<file path="src/rtl/uart_arb_pkg.sv">
// Shared types and helpers for the UART transmit arbiter and its round-robin picker.
package uart_arb_pkg;

  typedef enum logic [2:0] {
    StIdle,
    StLoad,
    StWaitAccept,
    StWaitDone,
    StRelease
  } arb_state_t;

  localparam int unsigned DefAcceptTimeout = 4096;
  localparam int unsigned DefMaxRetry      = 2;
  localparam int unsigned MaxReq           = 8;
  localparam int unsigned MaxIdxW          = 3;

  function automatic logic [MaxReq-1:0] onehot(input logic [MaxIdxW-1:0] idx);
    return MaxReq'(1) << idx;
  endfunction

endpackage

</file>
<file path="src/rtl/rr_pick.sv">
// Combinational round-robin picker: lowest requesting index at or after ptr_i, wrapping.
module rr_pick #(
  parameter int unsigned NReq = 4,
  localparam int unsigned IdxW = $clog2(NReq)
) (
  input  logic [NReq-1:0] req_i,
  input  logic [IdxW-1:0] ptr_i,
  output logic [IdxW-1:0] idx_o,
  output logic            valid_o
);

  logic [IdxW:0]   sum;
  logic [IdxW-1:0] cand;

  always_comb begin
    idx_o   = '0;
    valid_o = 1'b0;
    sum     = '0;
    cand    = '0;
    for (int unsigned k = 0; k < NReq; k++) begin
      sum = {1'b0, ptr_i} + (IdxW+1)'(k);
      // Explicit wrap so non-power-of-two NReq never indexes past the last requester.
      if (sum >= (IdxW+1)'(NReq)) begin
        sum = sum - (IdxW+1)'(NReq);
      end
      cand = sum[IdxW-1:0];
      if (!valid_o && req_i[cand]) begin
        valid_o = 1'b1;
        idx_o   = cand;
      end
    end
  end

endmodule

</file>
<file path="src/rtl/uart_tx_arbiter.sv">
// Shares one byte-wide UART transmitter between NReq requesters, granting whole messages
// round-robin and handshaking each byte via xmit_go_o / synchronised tx_empty_i.
module uart_tx_arbiter
  import uart_arb_pkg::*;
#(
  parameter int unsigned NReq          = 4,
  parameter int unsigned AcceptTimeout = DefAcceptTimeout,
  parameter int unsigned MaxRetry      = DefMaxRetry
) (
  input  logic              clk_i,
  input  logic              rst_ni,
  input  logic [NReq-1:0]   req_i,
  input  logic [8*NReq-1:0] data_i,
  input  logic [NReq-1:0]   last_i,
  output logic [NReq-1:0]   ack_o,
  input  logic              tx_empty_i,
  output logic              xmit_go_o,
  output logic [7:0]        tx_data_o,
  output logic [NReq-1:0]   grant_o,
  output logic              busy_o,
  output logic              fault_o
);

  localparam int unsigned IdxW   = $clog2(NReq);
  localparam int unsigned CntW   = $clog2(AcceptTimeout);
  localparam int unsigned RetryW = $clog2(MaxRetry + 2);

  arb_state_t        state_q;
  logic [1:0]        sync_q;
  logic              txe;
  logic [IdxW-1:0]   owner_q;
  logic [IdxW-1:0]   ptr_q;
  logic [CntW-1:0]   cnt_q;
  logic [RetryW-1:0] retry_q;
  logic              last_q;
  logic [7:0]        tx_data_q;
  logic              xmit_q;
  logic [NReq-1:0]   ack_q;
  logic [NReq-1:0]   grant_q;
  logic              fault_q;

  logic [IdxW-1:0]   pick_idx;
  logic              pick_valid;
  logic [7:0]        data_arr [NReq];

  assign txe = sync_q[1];

  always_comb begin
    for (int i = 0; i < NReq; i++) begin
      data_arr[i] = data_i[8*i +: 8];
    end
  end

  rr_pick #(
    .NReq (NReq)
  ) u_pick (
    .req_i   (req_i),
    .ptr_i   (ptr_q),
    .idx_o   (pick_idx),
    .valid_o (pick_valid)
  );

  always_ff @(posedge clk_i or negedge rst_ni) begin
    if (!rst_ni) begin
      state_q   <= StIdle;
      sync_q    <= '0;
      owner_q   <= '0;
      ptr_q     <= '0;
      cnt_q     <= '0;
      retry_q   <= '0;
      last_q    <= 1'b0;
      tx_data_q <= '0;
      xmit_q    <= 1'b0;
      ack_q     <= '0;
      grant_q   <= '0;
      fault_q   <= 1'b0;
    end else begin
      sync_q <= {sync_q[0], tx_empty_i};
      ack_q  <= '0;
      unique case (state_q)
        StIdle: begin
          if (pick_valid) begin
            owner_q <= pick_idx;
            grant_q <= NReq'(onehot(MaxIdxW'(pick_idx)));
            state_q <= StLoad;
          end
        end
        StLoad: begin
          if (!req_i[owner_q]) begin
            state_q <= StRelease;
          end else if (txe) begin
            // A retry re-sends the byte already latched.
            if (retry_q == '0) begin
              tx_data_q <= data_arr[owner_q];
              last_q    <= last_i[owner_q];
            end
            xmit_q  <= 1'b1;
            cnt_q   <= '0;
            state_q <= StWaitAccept;
          end
        end
        StWaitAccept: begin
          if (!txe) begin
            xmit_q  <= 1'b0;
            ack_q   <= grant_q;
            state_q <= StWaitDone;
          end else if (cnt_q == CntW'(AcceptTimeout - 1)) begin
            xmit_q <= 1'b0;
            if (retry_q == RetryW'(MaxRetry)) begin
              fault_q <= 1'b1;
              state_q <= StRelease;
            end else begin
              retry_q <= retry_q + 1'b1;
              state_q <= StLoad;
            end
          end else begin
            cnt_q <= cnt_q + 1'b1;
          end
        end
        StWaitDone: begin
          if (txe) begin
            if (last_q || !req_i[owner_q]) begin
              state_q <= StRelease;
            end else begin
              retry_q <= '0;
              state_q <= StLoad;
            end
          end
        end
        StRelease: begin
          grant_q <= '0;
          ptr_q   <= (owner_q == IdxW'(NReq - 1)) ? '0 : owner_q + 1'b1;
          retry_q <= '0;
          state_q <= StIdle;
        end
        default: state_q <= StIdle;
      endcase
    end
  end

  assign ack_o     = ack_q;
  assign xmit_go_o = xmit_q;
  assign tx_data_o = tx_data_q;
  assign grant_o   = grant_q;
  assign busy_o    = (state_q != StIdle);
  assign fault_o   = fault_q;

endmodule
</file>
<file path="config.mk">
export PLATFORM = sky130hd
export DESIGN_NAME = uart_tx_arbiter
export DESIGN_NICKNAME = d
export VERILOG_FILES = /design/src/rtl/uart_arb_pkg.sv /design/src/rtl/rr_pick.sv /design/src/rtl/uart_tx_arbiter.sv
export SDC_FILE = /design/constraint.sdc
export NUM_CORES = 1
export LEC_CHECK = 0
export CORE_ASPECT_RATIO = 1.5
export CORE_MARGIN = 10
export CORE_UTILIZATION = 35
export CTS_CLUSTER_DIAMETER = 40
export DETAILED_ROUTE_END_ITERATION = 7
export PLACE_DENSITY_LB_ADDON = 0.2
export RECOVER_POWER = 25
export SYNTH_ARGS = -nofsm -noshare
export SYNTH_HDL_FRONTEND = slang
export SYNTH_SLANG_ARGS = --single-unit
</file>
<file path="constraint.sdc">
create_clock -name clk_i -period 2.7 [get_ports clk_i]
set_input_delay 0.81 -clock clk_i [delete_from_list [all_inputs] [get_ports clk_i]]
set_output_delay 0.81 -clock clk_i [all_outputs]
set_load 0.1 [all_outputs]
</file>
**Word level (Yosys, flattened, before mapping)**

Index checks and enable logic that the tools add are counted.

- Magnitude comparators: 10
- Bitwise gates (word level): 1
- Eq/ne operators: 18
- Muxes and demuxes: 57
- Shift operators: 1
- Add/subtract/negate cells: 10
- Reduce and logical (&&, ||, !) cells: 22

Operator list:

| kind | count |
|---|---|
| two-way mux 12 bit | 4 |
| two-way mux 2 bit | 14 |
| two-way mux 3 bit | 8 |
| one-hot mux 12 bit (2 select lines) | 1 |
| inequality test 2 bit, second input constant | 9 |
| binary-select mux 8 bit (select 2 bit) | 1 |
| two-way mux 8 bit | 2 |
| AND reduction 4 bit | 4 |
| less-than comparator 2 x 3 -> 1 bit, second input constant | 5 |
| two-way mux 1 bit | 14 |
| adder 12 x 1 -> 12 bit, second input constant | 1 |
| binary-select mux 1 bit (select 2 bit) | 6 |
| == test 12 bit, second input constant | 1 |
| greater-or-equal comparator 3 bit, second input constant | 4 |
| two-way mux 4 bit | 3 |
| one-hot mux 3 bit (4 select lines) | 1 |
| one-hot mux 4 bit (2 select lines) | 1 |
| subtractor 2 x 1 -> 2 bit, second input constant | 4 |
| adder 2 x 2 -> 3 bit, second input constant | 2 |
| == test 3 x 2 -> 1 bit, second input constant | 2 |
| inequality test 3 bit, second input constant | 2 |
| one-hot mux 2 bit (3 select lines) | 1 |
| AND reduction 6 bit | 1 |
| nonzero test 3 bit | 2 |
| 17 further kinds | 26 |

- Word-level logic and storage cells: 131
- Flip-flop bits (word level): 42
- Input bits: 43
- Output and inout port bits: 19

**Logic depth before layout (Yosys ltp)**

- Depth after elaboration: 17
- Depth in mapped cells: 7
- Mapped depth without buffers: 7

**Cells and area by module**

A second synthesis with hierarchy kept.

- Cells, all modules: 213
- Area, all modules: 2290.9 um^2

Modules (own cells, without submodules):

| module | instances | area an instance (um^2) | cells an instance | sequential area each (um^2) |
|---|---|---|---|---|
| uart_tx_arbiter | 1 | 2213.4 | 198 | 1051.0 |
| rr_pick | 1 | 77.6 | 15 | 0.0 |

**Worst setup path before layout**

Ideal clock, no wire load.

- Path type: input -> register
- Start: input port req_i[3]
- End: register tx_data_q[0] (netlist: tx_data_o[0])
- Data arrival time: 2.006 ns
- Required time: 2.575 ns
- Stages: 5
- Buffers on the path: 1
- Slack: 0.569 ns
- Library setup time: 0.125 ns
- Cells stage by stage: mux4_2 > and3_1 > buf_6 > nand2_8 > mux2_4

- Word-level cells in the longest chain between the ends: 3

RTL lines:

| item | line | source |
|---|---|---|
| start, declared | uart_tx_arbiter.sv:12 | `input logic [NReq-1:0] req_i,` |
| binary-select mux 1 bit (select 2 bit) | uart_tx_arbiter.sv:89 | `if (!req_i[owner_q]) begin` |
| two-way mux 1 bit (not written as such) | uart_tx_arbiter.sv:89 |  |
| AND reduction 4 bit (no source line) | - |  |
| end signal, assigned | uart_tx_arbiter.sv:94 | `tx_data_q <= data_arr[owner_q];` |
| end, declared | uart_tx_arbiter.sv:36 | `logic [7:0] tx_data_q;` |

No other way between the ends. The select of a mux whose other input is x is not followed.
A chain may end at the register's enable or synchronous reset.

**Worst setup path after layout**

- Start: input port req_i[1]
- End: register tx_data_q[0] (netlist: tx_data_o[0])

The elaborated chain is that of the path after synthesis.

==> results_dict.tcl <==
set metrics [dict create \
    drtIter0Drc 71 \
    clockBufferDepth 2 \
    yosysWarnings 0 \
    stdcell_count 345 \
    tightest_slew_ns 1.039 \
    leakagePower_uw 0.001420 \
    num_antenna_cells 0 \
    status "completed" \
    netlist_instances 200 \
    async_reset_ff_share_pct 100.0 \
    vias 1756 \
    cts_buffers 5 \
    rsz0062_at_grt "no" \
    setup_tns_ns 0 \
    core-area_um2 6486 \
    clk_latency_ns 0.29 \
    die_area_um2 10400 \
    cp_slowest_cell "mux4_2" \
    track_usage_pct 10.48 \
    die_height_um 120 \
    cap_violations 0 \
    path_clk_slew_ns 0.08 \
    final_hold_viol_count 0 \
    syn_to_final_growth_pct 33.51 \
    final_nets 316 \
    ant_nets 0 \
    drc_errors 0 \
    place.port_buffers 61 \
    path_cells "clkdlybuf4s50_1 > mux4_2 > and3_1 > nand2_8 > mux2_4" \
    critPathKind "primary input to flop" \
    slew_headroom_pct 30.71 \
    gr-total-overflow 0 \
    layout_common_cells "dfrtp_1, clkdlybuf4s50_1, buf_4, nor2_1, nand2_1" \
    ys.flop_type "dfrtp_1" \
    wl_per_cell_um 15.46 \
    required_ns 2.87 \
    syn_area_per_cell_um2 11.67 \
    r2r_setup_slack_ns 0.70 \
    crit_family "multiplexers" \
    grt_max_degree 43 \
    cts_root_buf "clkbuf_8" \
    die_x_um 86.67 \
    first_pass_iters 4 \
    row_count 36 \
    gp_congestion 0.8031 \
    slowest_delay_ns 0.50 \
    cts_tree "done" \
    p_per_area_nw_per_um2 1091 \
    fin_crit_sh_pct 87.74 \
    yosysSeqAreaShare_pct 45.04 \
    synth.net_count 247 \
    period_minus_slack_ns 2.369 \
    synth_edf_count 0 \
    ctsHoldBuffers 0 \
    hp-class "flop to flop" \
    arrival_ns 2.54 \
    finalSetupViolCount 0 \
    io_pins 62 \
    nFillCells 629 \
    cts_num_sinks 42 \
    max-vdd-ir-drop_mv 0.7663 \
    h-tree-depth 2 \
    via_per_inst 5.090 \
    grt_pass1_wl_um 8838 \
    dp.cells 338 \
    end_kind "flop" \
    final_common_cell "dfrtp_1" \
    finalClockSkew_ns 0.008130 \
    drive_gt1_share_pct 24.91 \
    antenna_found_initial 0 \
    drv_slew 0 \
    ctsResizeCount 0 \
    grt_pass1_vias 1857 \
    netlist_area_um2 2333 \
    worstSetupStartpointType "primary input" \
    dp_hpwl_um 4276 \
    cts_setup_buffers 0 \
    crit_fanout 9 \
    path_buf_inv 1 \
    wirelength_um 5335 \
    ys_ff_latch 42 \
    max_freq_mhz 422.1 \
    netlist-cell-type-count 52 \
    start_util_pct 35.98 \
]
## metrics by stage
step | power [µW] | area (µm²) | utilization [%] | setup WS [ns] | hold WS [ns]
final | 3399 | 3115 | 48.03 | 0.3311 | 0.3520
after global routing | 3580 | 3115 | 48.03 | 0.2199 | 0.3630
after CTS | 3443 | 3118 | 48.07 | 0.3277 | 0.3565
after detailed placement | 2936 | 3005 | 46.33 | 0.01832 | 0.3435
after global placement | 2926 | 3005 | 46.33 | 0.05608 | 0.3365
after floorplan | 2487 | 2333 | - | 0.5686 | 0.3312
## final timing paths
| check | from | end | depth (start not counted) |
|---|---|---|---|
| setup / recovery | req_i[1] | tx_data_o[0] | 5 |
| hold / removal | sync_q[0] | sync_q[1] | 0 |
| setup reg to reg | cnt_q[0] | cnt_q[1] | 6 |
| hold reg to reg | sync_q[0] | sync_q[1] | 0 |
| max in group asynchronous | rst_ni | retry_q[0] | 2 |
| min in group asynchronous | rst_ni | cnt_q[11] | 2 |
## sequential cells by signal, indices dropped and copies added, names as in the netlist, 2 cells and up
name / count
cnt_q: 12
tx_data_o: 8
ack_o: 4
grant_o: 4
state_q: 3
owner_q: 2
ptr_q: 2
retry_q: 2
sync_q: 2
## layer usage
| metal | part of all wire, % | global-route usage (%) |
|---|---|---|
| met5 | 0 | 0 |
| met4 | 2.1 | 3.760 |
| met3 | 5.2 | 3.656 |
| met2 | 55 | 18.84 |
| met1 | 38 | 10.76 |
## cells by family after synthesis
family          after synthesis  share of synthesized area [%]
simple gates                 79                          20.16
fa+ha+maj                     4                          2.145
flops                        42                          45.04
mux                          24                          17.96
compound gates               27                          8.096
xor+xnor                      9                          3.378
buf+inv                      15                          3.217
## cell usage after synthesis (all sizes together), types with 2 or more instances
library cell  instances  share of area [%]
nor4                  2               0.54
nor3                  7                2.2
o21ai                 6                1.3
mux4                 10                9.8
mux2                 13                7.7
buf                   5                1.6
ha                    4                2.1
nand3                 9                1.9
a211oi                2               0.86
xnor2                 6                2.3
nor2                 21                3.8
clkbuf                3               0.48
nand4                 4                1.9
nand2                14                2.9
a21oi                 5                1.1
inv                   7                1.1
xor2                  3                1.1
o31ai                 2               0.64
nand2b                4                1.1
nor3b                 2               0.64
dfrtp                42                 45
nor2b                 3               0.80
and3                  4                1.1
and2                  5                1.3
a31oi                 2               0.54
## layout make-up
class | count | area [µm²] | area share, %
Timing Repair Buffer | 70 | 623.1 | 20.00
Clock inverter | 1 | 30.03 | 0.9639
Inverter | 7 | 26.28 | 0.8434
Sequential cell | 42 | 1051 | 33.73
Multi-Input combinational cell | 143 | 1207 | 38.76
Clock buffer | 6 | 82.58 | 2.651
Tap cell | 76 | 95.09 | 3.052
## where the power goes
part	switching [µW]	internal [µW]
Clock	208	296
Combinational	1220	663
Sequential	188	826
Power figures use the tool's default switching activity.
